===== src/rtl/mode_select_if.sv =====
// mode_select_if - button/display bundle between the board front end and
// the display top.
//   KEY         : raw active-low push buttons (driven by the board side)
//   PB          : registered mode code (110 hex, 101 BCD, 011 decimal)
//   enable      : registered display enable
//   mode_strobe : one-cycle pulse when PB changes value
interface mode_select_if;
    logic [3:0] KEY;
    logic [2:0] PB;
    logic       enable;
    logic       mode_strobe;

    modport master (output KEY, input PB, enable, mode_strobe);
    modport slave  (input KEY, output PB, enable, mode_strobe);
endinterface


===== src/rtl/mode_select.sv =====
// mode_select - front end of the display path. Four raw active-low buttons
// are synchronised, debounced and press-edge detected. KEY[2:0] select the
// display mode (lowest index wins), KEY[3] toggles the display enable.
//   Clock  : system clock, rising edge
//   Resetn : asynchronous active-low reset
//   bus    : mode_select_if.slave (KEY in; PB, enable, mode_strobe out)

// One button lane: 2-flop synchroniser, run-length debounce, press detect.
//   key_i   : raw active-low key, asynchronous to Clock
//   press_o : one-cycle pulse per debounced 1->0 transition
module mode_select_lane #(
    parameter int DEBOUNCE_CYCLES = 500000,
    parameter int CNT_W           = $clog2(DEBOUNCE_CYCLES)
) (
    input  logic Clock,
    input  logic Resetn,
    input  logic key_i,
    output logic press_o
);
    localparam logic [CNT_W-1:0] CNT_LAST = CNT_W'(DEBOUNCE_CYCLES - 1);

    logic             meta_q, sync_q;
    logic             stable_q, stable_d;
    logic             stable_dly_q;
    logic [CNT_W-1:0] cnt_q, cnt_d;

    // Counter only runs while the synchronised level disagrees with the
    // accepted level; any agreement throws the partial count away.
    always_comb begin
        cnt_d    = '0;
        stable_d = stable_q;
        if (sync_q != stable_q) begin
            if (cnt_q == CNT_LAST)
                stable_d = sync_q;
            else
                cnt_d = cnt_q + 1'b1;
        end
    end

    always_ff @(posedge Clock or negedge Resetn) begin
        if (!Resetn) begin
            meta_q       <= 1'b1;
            sync_q       <= 1'b1;
            stable_q     <= 1'b1;
            stable_dly_q <= 1'b1;
            cnt_q        <= '0;
        end else begin
            meta_q       <= key_i;
            sync_q       <= meta_q;
            stable_q     <= stable_d;
            stable_dly_q <= stable_q;
            cnt_q        <= cnt_d;
        end
    end

    // Falling edge of the debounced level = press (buttons are active-low).
    assign press_o = stable_dly_q & ~stable_q;
endmodule

module mode_select #(
    parameter int DEBOUNCE_CYCLES = 500000,
    parameter int CNT_W           = $clog2(DEBOUNCE_CYCLES)
) (
    input  logic          Clock,
    input  logic          Resetn,
    mode_select_if.slave  bus
);
    typedef enum logic [2:0] {
        MODE_HEX = 3'b110,
        MODE_BCD = 3'b101,
        MODE_DEC = 3'b011
    } mode_e;

    logic [3:0] press;
    mode_e      pb_q, pb_d;
    logic       en_q, en_d;
    logic       strobe_q, strobe_d;

    for (genvar gi = 0; gi < 4; gi++) begin : g_lane
        mode_select_lane #(
            .DEBOUNCE_CYCLES (DEBOUNCE_CYCLES),
            .CNT_W           (CNT_W)
        ) u_lane (
            .Clock   (Clock),
            .Resetn  (Resetn),
            .key_i   (bus.KEY[gi]),
            .press_o (press[gi])
        );
    end

    // Mode keys resolve lowest index first; the enable key is independent
    // and may act on the same edge as a mode change.
    always_comb begin
        pb_d = pb_q;
        if (press[0])
            pb_d = MODE_HEX;
        else if (press[1])
            pb_d = MODE_BCD;
        else if (press[2])
            pb_d = MODE_DEC;
        en_d     = en_q ^ press[3];
        strobe_d = (pb_d != pb_q);
    end

    always_ff @(posedge Clock or negedge Resetn) begin
        if (!Resetn) begin
            pb_q     <= MODE_HEX;
            en_q     <= 1'b1;
            strobe_q <= 1'b0;
        end else begin
            pb_q     <= pb_d;
            en_q     <= en_d;
            strobe_q <= strobe_d;
        end
    end

    assign bus.PB          = pb_q;
    assign bus.enable      = en_q;
    assign bus.mode_strobe = strobe_q;
endmodule


===== src/flat_wrapper.sv =====
// flat-port wrapper written by rule: the top's interface ports become plain ports
module mode_select_flat 
#(
    parameter int DEBOUNCE_CYCLES = 500000,
    parameter int CNT_W           = $clog2(DEBOUNCE_CYCLES)
)
  (Clock, Resetn, bus_KEY, bus_PB, bus_enable, bus_mode_strobe);
  mode_select_if bus_i ();
  input  logic Clock;
  input  logic Resetn;
  input wire logic [$bits(bus_i.KEY)-1:0] bus_KEY;
  output wire logic [$bits(bus_i.PB)-1:0] bus_PB;
  output wire logic [$bits(bus_i.enable)-1:0] bus_enable;
  output wire logic [$bits(bus_i.mode_strobe)-1:0] bus_mode_strobe;
  assign bus_i.KEY = bus_KEY;
  assign bus_PB = bus_i.PB;
  assign bus_enable = bus_i.enable;
  assign bus_mode_strobe = bus_i.mode_strobe;
  mode_select #(.DEBOUNCE_CYCLES(DEBOUNCE_CYCLES), .CNT_W(CNT_W)) u_core (.Clock(Clock), .Resetn(Resetn), .bus(bus_i));
endmodule

===== config.mk =====
export PLATFORM = sky130hd
export DESIGN_NAME = mode_select_flat
export DESIGN_NICKNAME = d
export VERILOG_FILES = /design/src/rtl/mode_select_if.sv /design/src/rtl/mode_select.sv /design/src/flat_wrapper.sv
export SDC_FILE = /design/constraint.sdc
export NUM_CORES = 1
export LEC_CHECK = 0
export ABC_AREA = 1
export ABC_CLOCK_PERIOD_IN_PS = 1900
export CORE_MARGIN = 2
export CORE_UTILIZATION = 55
export CTS_CLUSTER_DIAMETER = 100
export DETAILED_ROUTE_END_ITERATION = 12
export GPL_TIMING_DRIVEN = 0
export PLACE_DENSITY = 0.72
export SLEW_MARGIN = 10
export SYNTH_ARGS = -nofsm -noshare
export SYNTH_HDL_FRONTEND = slang
export SYNTH_SLANG_ARGS = --single-unit

===== constraint.sdc =====
create_clock -name Clock -period 1.9 [get_ports Clock]
set_clock_uncertainty 0.2 [all_clocks]
set_input_delay 0.38 -clock Clock [delete_from_list [all_inputs] [get_ports Clock]]
set_output_delay 0.38 -clock Clock [all_outputs]
set_load 0.005 [all_outputs]

==> results.yml <==
status:
  status: "complete, no violations"
clock_network:
  clk_pin_slew_worst_paths_ns: 0.09
  clk_latency_ns: 0.37
  clock_sinks: 97
  cts_root_buffer: "clkbuf_8"
  cts_buffer_depth: 2
  h-tree-depth: 3
  cts_buffers: 9
  cts_tree: "yes"
cells_and_area:
  syn2layout_area_growth_pct: 10.22
  layout_commonest_cell: "nor2_1"
  nFillCells: 864
  postLayoutCoreUtil_pct: 62.78
  drive_above_1_share_pct: 11.85
  final_nets: 739
  final_cell_mix: "189 x nor2_1, 144 x nand2_1, 78 x inv_1, 78 x dfrtp_1, 55 x nand3_1"
  multi_input_area_sq_um: 2512
  regArea_sq_um: 2451
  stdcell_count: 863
  num_antenna_cells: 0
  post-route-cell-area_sq_um: 5828
die:
  die_area_sq_um: 10410
  core_sq_um: 9284
  start_util_pct: 56.95
  die_w_um: 102.1
  rows: 35
  ios: 11
  die_y_um: 102.1
detailed_routing:
  drtPass1Iterations: 5
  drc_errors: 0
  wire_per_inst_um: 11.97
  antenna_left: 0
  vias: 4307
  drt_iter0_markers: 179
  vias_per_cell: 4.991
  routed_wl_mm: 10.33
grt:
  grt_first_pass_wirelength_mm: 18.44
  grt_max_degree: 52
  grt_antenna_before_repair: 0
  grt_overflow: 0
  first_global_vias: 4153
  grtUsageTotal_pct: 22.33
synth:
  ys_warn_count: 0
  netlist.area_leader.share_pct: 36.91
  ys_ff_latch: 97
  avgSynthCellArea_sq_um: 7.511
  ys_seq_area_share_pct: 46.36
  postSynthNetCount: 714
  ys_top_cells_by_area: "dfrtp_1 37%, nor2_1 13%, nand2_1 10%, dfstp_2 9.4%, inv_1 5.5%"
  yosysTopAreaCell: "dfrtp_1"
  synthCells: 704
  synth_area_sq_um: 5288
  yosys.cell_types.count: 29
sta:
  tightest_slew_ns: 0.6054
  period_share_pct: 94.70
  fmax_ghz: 0.5558
  final_hold_viol_count: 0
  rsz0062_at_grt: "false"
  max_slew_margin_pct: 59.64
  finalSetupTns_ns: 0
  setup_ws_ns: 0.1007
  finalSetupViolations: 0
  drv_slew: 0
  finalCriticalPeriod_ns: 1.799
power_and_ir_drop:
  p_int_uw: 2930
  p_per_area_nw_per_um2: 647.1
  p_sw_uw: 842.0
  comb_power_share_pct: 3.6
  peakVddDrop_mv: 0.5915
  p_leak_uw: 0.002496
  power.clock.fraction_pct: 40.1
  seqPwrFrac_pct: 56.3
  p_sw_share_pct: 22.32
critical_path:
  endpoint_kind: "output port"
  path_delay_family: "buffers and inverters"
  slowest_stage: "clkdlybuf4s50_1"
  cp_num_buf_inv: 1
  criticalPathCategory: "reg -> out"
  worstPathMaxFanout: 1
  crit_arrival_ns: 1.22
  worstSetupStartpointType: "flop"
  required_ns: 1.32
  crit_path_max_incr_delay_ns: 0.50
  path_cells: "clkdlybuf4s50_1"
placement:
  pre_cts_ws_ns: 0.1298
  place.gp.congestion: 0.8889
  placed_cells: 844
  dp_hpwl_mm: 7.601
  placed_area_sq_um: 5574
  io_buffers: 10
flow_run:
  drv_cap: 0
worst_hold_path:
  hold_path_class: "reg -> reg"
## registers in the layout (all words and copies together), names as in the netlist
signal	count
u_core.bus.enable	1
u_core.bus.mode_strobe	1
u_core.bus.PB	3
u_core.g_lane.u_lane.stable_dly_q	4
u_core.g_lane.u_lane.cnt_q	76
u_core.g_lane.u_lane.sync_q	4
u_core.g_lane.u_lane.stable_q	4
u_core.g_lane.u_lane.meta_q	4
## cell type report
cell class | count | share of cell area (%)
inverter | 82 | 5.281
tap | 129 | 2.769
sequential | 97 | 42.06
timing repair buffer | 14 | 2.490
buffer | 5 | 0.4079
clock inverter | 5 | 1.460
multi-input combinational | 520 | 43.11
clock buffer | 11 | 2.426
## kinds of logic after synthesis
family / synth area share (%)
compound gates: 2.698
xor+xnor: 7.075
fa+ha+maj: 0.9466
buf+inv: 6.271
flops: 46.36
simple gates: 36.65
## layer usage
| layer | up-vias | routed length [um] | track usage (%) | part of all wire (%) |
|---|---|---|---|---|
| li1 | 2212 | - | - | - |
| met5 | - | 0 | 0 | 0 |
| met2 | 66 | 4972 | 36.99 | 48 |
| met3 | 9 | 441 | 5.404 | 4.3 |
| met4 | 0 | 129 | 7.179 | 1.2 |
| met1 | 2020 | 4787 | 29.11 | 46 |
## Yosys cell counts
cell type  instances
nor2_1           189
nand2_1          144
dfrtp_1           78
inv_1             78
nand3_1           55
xor2_1            23
dfstp_2           19
nor2_2            17
xnor2_1           16
a21oi_1           12
nand2_2           12
nand4_1           10
o21ai_0            9
nor2_4             5
buf_2              4
ha_1               4
inv_2              4
nor3_1             4
and2_1             3
nand3_2            3
nor3b_1            3
o21ai_1            3
nand3b_1           2
xor2_2             2
a21oi_2            1
and3_1             1
clkbuf_1           1
o21bai_1           1
o22ai_1            1
## final timing paths
kind                                                             from                                          end  slack [ns]  cells past startpoint
max in group asynchronous                                      Resetn     u_core.g_lane[1].u_lane.meta_q$_DFF_PN1_        0.44                      3
min in group asynchronous                                      Resetn  u_core.g_lane[0].u_lane.cnt_q[12]$_DFF_PN0_        0.36                      2
min                          u_core.g_lane[0].u_lane.meta_q$_DFF_PN1_     u_core.g_lane[0].u_lane.sync_q$_DFF_PN1_        0.16                      0
max reg2reg                u_core.g_lane[1].u_lane.cnt_q[0]$_DFF_PN0_  u_core.g_lane[1].u_lane.cnt_q[17]$_DFF_PN0_        0.12                      6
max                                  u_core.bus.mode_strobe$_DFF_PN0_                              bus_mode_strobe        0.10                      1
min reg2reg                  u_core.g_lane[0].u_lane.meta_q$_DFF_PN1_     u_core.g_lane[0].u_lane.sync_q$_DFF_PN1_        0.16                      0
## power groups by stage
stage	clock [uW]	sequential (uW)	combinational [uW]
final	1510	2120	136
after detailed placement	0	2160	138
after floorplan	0	2160	61.6
after global routing	1640	2130	165
after global placement	0	2160	128
after CTS	1570	2120	142
## timing repair
item | 4_1_cts | 5_1_grt
hold buffers | 1 | 0
pin swaps | 0 | 0
endpoints found under the setup margin | 4 | 6
resized for setup | 4 | 1
endpoints found under the hold margin | 39 | 0
buffers inserted | 2 | 0
## metrics by stage
stage | hold WS [ns] | total power [uW]
final | 0.1611 | 3772
after global routing | 0.1694 | 3927
after CTS | 0.1628 | 3833
after detailed placement | 0.1484 | 2300
after global placement | 0.1469 | 2288
after floorplan | -0.1156 | 2218
Note: power is estimated with default switching activity, not from simulation.
==> RTL edit 1 (config.mk and constraints unchanged) <==
`DEBOUNCE_CYCLES` is set to 500000 in 3 places; all go to 250000.
--- a/src/rtl/mode_select.sv
+++ b/src/rtl/mode_select.sv
@@ -9,7 +9,7 @@
 //   key_i   : raw active-low key, asynchronous to Clock
 //   press_o : one-cycle pulse per debounced 1->0 transition
 module mode_select_lane #(
-    parameter int DEBOUNCE_CYCLES = 500000,
+    parameter int DEBOUNCE_CYCLES = 250000,
     parameter int CNT_W           = $clog2(DEBOUNCE_CYCLES)
 ) (
     input  logic Clock,
@@ -58,7 +58,7 @@
 endmodule
 
 module mode_select #(
-    parameter int DEBOUNCE_CYCLES = 500000,
+    parameter int DEBOUNCE_CYCLES = 250000,
     parameter int CNT_W           = $clog2(DEBOUNCE_CYCLES)
 ) (
     input  logic          Clock,
--- a/src/flat_wrapper.sv
+++ b/src/flat_wrapper.sv
@@ -1,7 +1,7 @@
 // flat-port wrapper written by rule: the top's interface ports become plain ports
 module mode_select_flat 
 #(
-    parameter int DEBOUNCE_CYCLES = 500000,
+    parameter int DEBOUNCE_CYCLES = 250000,
     parameter int CNT_W           = $clog2(DEBOUNCE_CYCLES)
 )
   (Clock, Resetn, bus_KEY, bus_PB, bus_enable, bus_mode_strobe);
Behaviour: no difference found for any inputs over 10 cycles, from zero or initial values and one cycle with Resetn low; that may be too few to reach the edited logic, so the function may still have changed.
==> RTL edit 1 against the original RTL <==
- sequential cell count decreased by 4
- register-to-register slack gained 0.09 ns
- via count down 14%
- sequential share of layout area increased by 2.1 points
- count of clock-buffer cells in the layout rose by 1
- design area down 8.6%
- area after synthesis down 8.6%
- total power fell by 5.2%
- worst hold slack lost 0.0077 ns
- routed wire length decreased by 18%
- global-route usage decreased by 2.6 points
- setup slack gained 0.053 ns
- largest cell class is now flip-flops and latches
- largest power group unchanged
- highest routed layer unchanged
==> RTL edit 1: results (changes against the original RTL) <==
* Crit path DAT at 1.17 ns (-0.05 ns)
* Vias in the first global route at 3507 (-16%)
* Final nets at 623 (-16%)
* Iteration count of the initial detailed-routing pass at 4 (-1)
* Mean routed wirelength per cell at 11.7 um (-2.5%)
* Pin count of the biggest net entering global routing at 51 (-1.9%)
* Met3 Use GR at 0.0336 (-0.0204)
* Met2 usage at 0.308 (-0.0622)
* Int Pwr at 0.00280 W (-4.5%)
* First-pass GRT wire length at 15500 um (-16%)
* Latest clock arrival within the worst-skew pair at between 0.3 and 0.4 ns
* Post-synth cell types at 25 (-14%)
* Via count of the routed design at 3716 (-14%)
* Number of placed cells counting well taps at 707 (-16%)
* DRT iter0 DRCs at 143 (-20%)
* Total wire length at 8470 um (-18%)
* Maximum vdd drop at 505 uV (-15%)
* Slew of the pin with the lowest slew margin at 0.568 ns (-0.0373 ns)
* Routed met2 length at 3920 um (-21%)
* Dpl ws at 0.204 ns (+0.0744 ns)
* Fraction of layout cells with a size suffix above 1 at 0.150 (+0.0320)
* Register share of total power at 0.571 (+0.008)
* Max reg flops at 72 (-5.3%)
* DP HPWL at 6290 um (-17%)
* All-Layer GR Usage at 0.197 (-0.0264)
* Post-Syn Instances at 588 (-16%)
* H-tree depth at 3 (unchanged)
* Resize count post-CTS at 3 (-1)
* GR Util met1 at 0.277 (-0.0138)
* Synth top cells by count: nor2_1, nand2_1, dfrtp_1
* Status: finished, final reports clean
* LEAKAGE at 2.25 nW (-10%)
* Area after DPL at 0.00509 sq mm (-8.6%)
* Top post-synthesis cells by area: dfrtp_1, nor2_1, dfstp_2
* DR WL met3 at 247 um (-44%)
* Sequential power at 0.00204 W (-4%)
* Logic power comb at 0.000132 W (-3%)
* Gpl congestion at 0.880 (-0.96%)
* Met1 Wirelength at 4160 um (-13%)
* Seq/Total Area, Yosys at 0.486 (+0.0229)
==> RTL edit 1: changes by cell type after synthesis, moves of 4 or more <==
| cell | unedited run | this run |
|---|---|---|
| nor2_4 | 5 | 15 |
| xnor2_1 | 16 | 9 |
| dfrtp_1 | 78 | 74 |
| inv_1 | 78 | 50 |
| buf_2 | 4 | 0 |
| nand3_2 | 3 | 7 |
| nand2_1 | 144 | 111 |
| nor2_2 | 17 | 8 |
| nand3_1 | 55 | 49 |
| nor3_1 | 4 | 13 |
| nor2_1 | 189 | 141 |
==> RTL edit 1: cell type report <==
class                      count  area [sq um]
clock buffer                  12           135
clock inverter                 4          72.6
fill                         776          3310
inverter                      56           210
multi-input combinational    439          2270
sequential                    93          2350
tap                          108           135
timing repair buffer          14           149
==> RTL edit 1: logic make-up after synthesis <==
family                   synth area share
AND/OR/NAND/NOR                     0.363
XOR/XNOR                           0.0696
flip-flops                          0.486
buffers and inverters              0.0435
AO/OA/AOI/OAI                      0.0274
adder cells (fa/ha/maj)            0.0104
==> RTL edit 1: final timing paths <==
kind / from / to / slack [ns] / cells after the start
setup / recovery: u_core.bus.mode_strobe / bus_mode_strobe / 0.15 / 1
hold / removal: u_core.g_lane[2].u_lane.meta_q / u_core.g_lane[2].u_lane.sync_q / 0.15 / 0
setup reg to reg: u_core.g_lane[1].u_lane.cnt_q[0] / u_core.g_lane[1].u_lane.cnt_q[4] / 0.21 / 6
hold reg to reg: u_core.g_lane[2].u_lane.meta_q / u_core.g_lane[2].u_lane.sync_q / 0.15 / 0
max in group asynchronous: Resetn / u_core.g_lane[1].u_lane.meta_q / 0.46 / 3
min in group asynchronous: Resetn / u_core.g_lane[3].u_lane.cnt_q[8] / 0.35 / 2
==> RTL edit 2 (same flow settings) <==
Without the edit above. Reset style: synchronous (`Resetn`), changed in 2 clocked blocks. Comments in the files are not updated.
--- a/src/rtl/mode_select.sv
+++ b/src/rtl/mode_select.sv
@@ -37,7 +37,7 @@
         end
     end
 
-    always_ff @(posedge Clock or negedge Resetn) begin
+    always_ff @(posedge Clock) begin
         if (!Resetn) begin
             meta_q       <= 1'b1;
             sync_q       <= 1'b1;
@@ -102,7 +102,7 @@
         strobe_d = (pb_d != pb_q);
     end
 
-    always_ff @(posedge Clock or negedge Resetn) begin
+    always_ff @(posedge Clock) begin
         if (!Resetn) begin
             pb_q     <= MODE_HEX;
             en_q     <= 1'b1;
Function: same outputs for any inputs over 10 cycles, from zero or initial values and one cycle with Resetn low; that may be too few to reach the edited logic, so the function may still have changed.
==> RTL edit 2 against the original RTL <==
- setup slack got worse by 0.036 ns
- critical path depth did not move
- area after synthesis fell by 11%
- critical path type unchanged
- via count fell by 2.9%
- die area fell by 11%
- largest cell class unchanged
- sequential cell count did not move
- critical endpoint is now bus_PB[2]
- global-route usage fell by 0.94 points
- design area fell by 11%
- final cell count fell by 3.6%
- routed wire length fell by 10%
Power is not compared: it rests on default switching activity, and its combinational part moved more than twofold at a synthesized area within 25%.
==> RTL edit 2: results (changes against the original RTL) <==
* Maximum vdd drop at 473 uV
* Syn_nets at 710 (-0.56%)
* DRT iter0 DRCs at 181 (+1.1%)
* Worst path slowest cell: clkdlybuf4s50_1
* Via density at 5.03 (+0.72%)
* Post-synth cell types at 25 (-14%)
* Seq cells post-synth at 97 (unchanged)
* Latest clock arrival within the worst-skew pair at 0.35 ns (-0.02 ns)
* Final nets at 732 (-0.95%)
* Pin count of the biggest net entering global routing at 16 (-69%)
* Met1 Wirelength at 4390 um (-8.3%)
* Max reg flops at 76 (unchanged)
* CTS Root Cell: clkbuf_8
* Critical Path Fanout Max at 4 (+3)
* Number of placed cells counting well taps at 815 (-3.4%)
* Slowest cell delay on critical path at 0.53 ns (+0.03 ns)
* LEAKAGE at 1.77 nW
* Vias in the first global route at 3796 (-8.6%)
* Routed met2 length at 4410 um (-11%)
* Iteration count of the initial detailed-routing pass at 4 (-1)
* Gpl congestion at 0.939 (+5.6%)
* Fraction of layout cells with a size suffix above 1 at 0.0757 (-0.0429)
* Synth top cells by count: nand2_1, nor2_1, dfxtp_1
* YS warnings at 0 (unchanged)
* First-pass GRT wire length at 15900 um (-14%)
* Seq/Total Area, Yosys at 0.413 (-0.0505)
* Main synth FF type: dfxtp_1
* Final std cells w/o fill at 832 (-3.6%)
* Slew of the pin with the lowest slew margin at 0.428 ns (-0.178 ns)
* CTS clk-pin slew, worst paths at 0.09 ns (about the same)
* Highest routed layer: met4
* Top post-synthesis cells by area: dfxtp_1, nand2_1, nor2_1
* Crit path DAT at 1.26 ns (+0.04 ns)
* Clk buf depth at 2 (unchanged)
* DR WL met3 at 380 um (-14%)
* Status: finished, final reports clean
* Mean Syn Cell Area at 6.72 sq um (-11%)
* Mean routed wirelength per cell at 11.2 um (-6.8%)
* All-Layer GR Usage at 0.214 (-0.00938)
* FFs w/ async S/R, synth at 0 (-1.00)
* DP HPWL at 7070 um (-7.0%)
## RTL edit 2: cell count changes in the layout (fill, tap and decap cells not counted), sizes merged, moves of 12 or more
| cell | before | now |
|---|---|---|
| dfstp | 19 | 0 |
| nand2 | 156 | 191 |
| or2 | 0 | 15 |
| dfxtp | 0 | 97 |
| a21oi | 13 | 25 |
| nor2 | 211 | 160 |
| dfrtp | 78 | 0 |
## RTL edit 2: cell type report
type	instances	area (sq um)
multi-input combinational	521	2460
inverter	76	285
buffer	6	48.8
fill	768	3050
clock inverter	4	73.8
sequential	97	1950
tap	105	131
clock buffer	12	155
timing repair buffer	11	108
## RTL edit 2: routing by layer
metal | up-vias | track usage
met5 | - | 0
met4 | 0 | 0.0493
met3 | 10 | 0.0497
met2 | 81 | 0.370
met1 | 1865 | 0.271
li1 | 2226 | -
## RTL edit 2: repair_timing
item | CTS | global route
gates cloned | 0 | 0
pin swaps | 0 | 1
endpoints found under the setup margin | 10 | 44
setup buffers | 0 | 1
resized for setup | 3 | 10
## RTL edit 2: power breakdown
part           leakage (nW)  internal, W   total, W  switching, W
clock network         0.117     0.000818    0.00149      0.000675
logic                 0.872    0.0000254  0.0000563     0.0000309
registers             0.786      0.00204    0.00205    0.00000675
## RTL edit 2: per-stage QoR
step | cell area [sq um] | setup WS (ns)
finish | 5210 | 0.0643
global route | 5210 | 0.00309
floorplan | 4700 | 0.250
global placement | 4930 | -0.0828
CTS | 5170 | 0.0368
detailed placement | 4930 | -0.104
## RTL edit 2: kinds of logic (layout without fill, tap and decap cells)
family / Yosys count / in the layout / share of synthesized area
AOI/OAI and AO/OA: 39 / 39 / 0.0421
DFF: 97 / 97 / 0.413
and+or+nand+nor: 445 / 445 / 0.402
buffers and inverters: 82 / 109 / 0.0711
adders and majority gates: 4 / 4 / 0.0106
xor gates and xnor gates: 33 / 33 / 0.0615
## RTL edit 2: worst register-to-register path: stages, from the launching register on
cell     delay [ns]
dfxtp_2        0.37
ha_1           0.20
nand2_2        0.09
nor2_4         0.15
inv_2          0.06
nor2_2         0.11
nand3_2        0.11
nand2_4        0.14
buf_6          0.16
nor2_1         0.05
## RTL edit 2: path summary, 6_finish.rpt
kind                                                        from  slack, ns  depth (start not counted)                                to
worst max-delay path                            u_core.bus.PB[2]       0.06                          1                         bus_PB[2]
worst min-delay path              u_core.g_lane[0].u_lane.meta_q       0.23                          1    u_core.g_lane[0].u_lane.sync_q
worst min register to register    u_core.g_lane[0].u_lane.meta_q       0.23                          1    u_core.g_lane[0].u_lane.sync_q
worst max register to register  u_core.g_lane[3].u_lane.cnt_q[0]       0.14                          9  u_core.g_lane[3].u_lane.cnt_q[5]
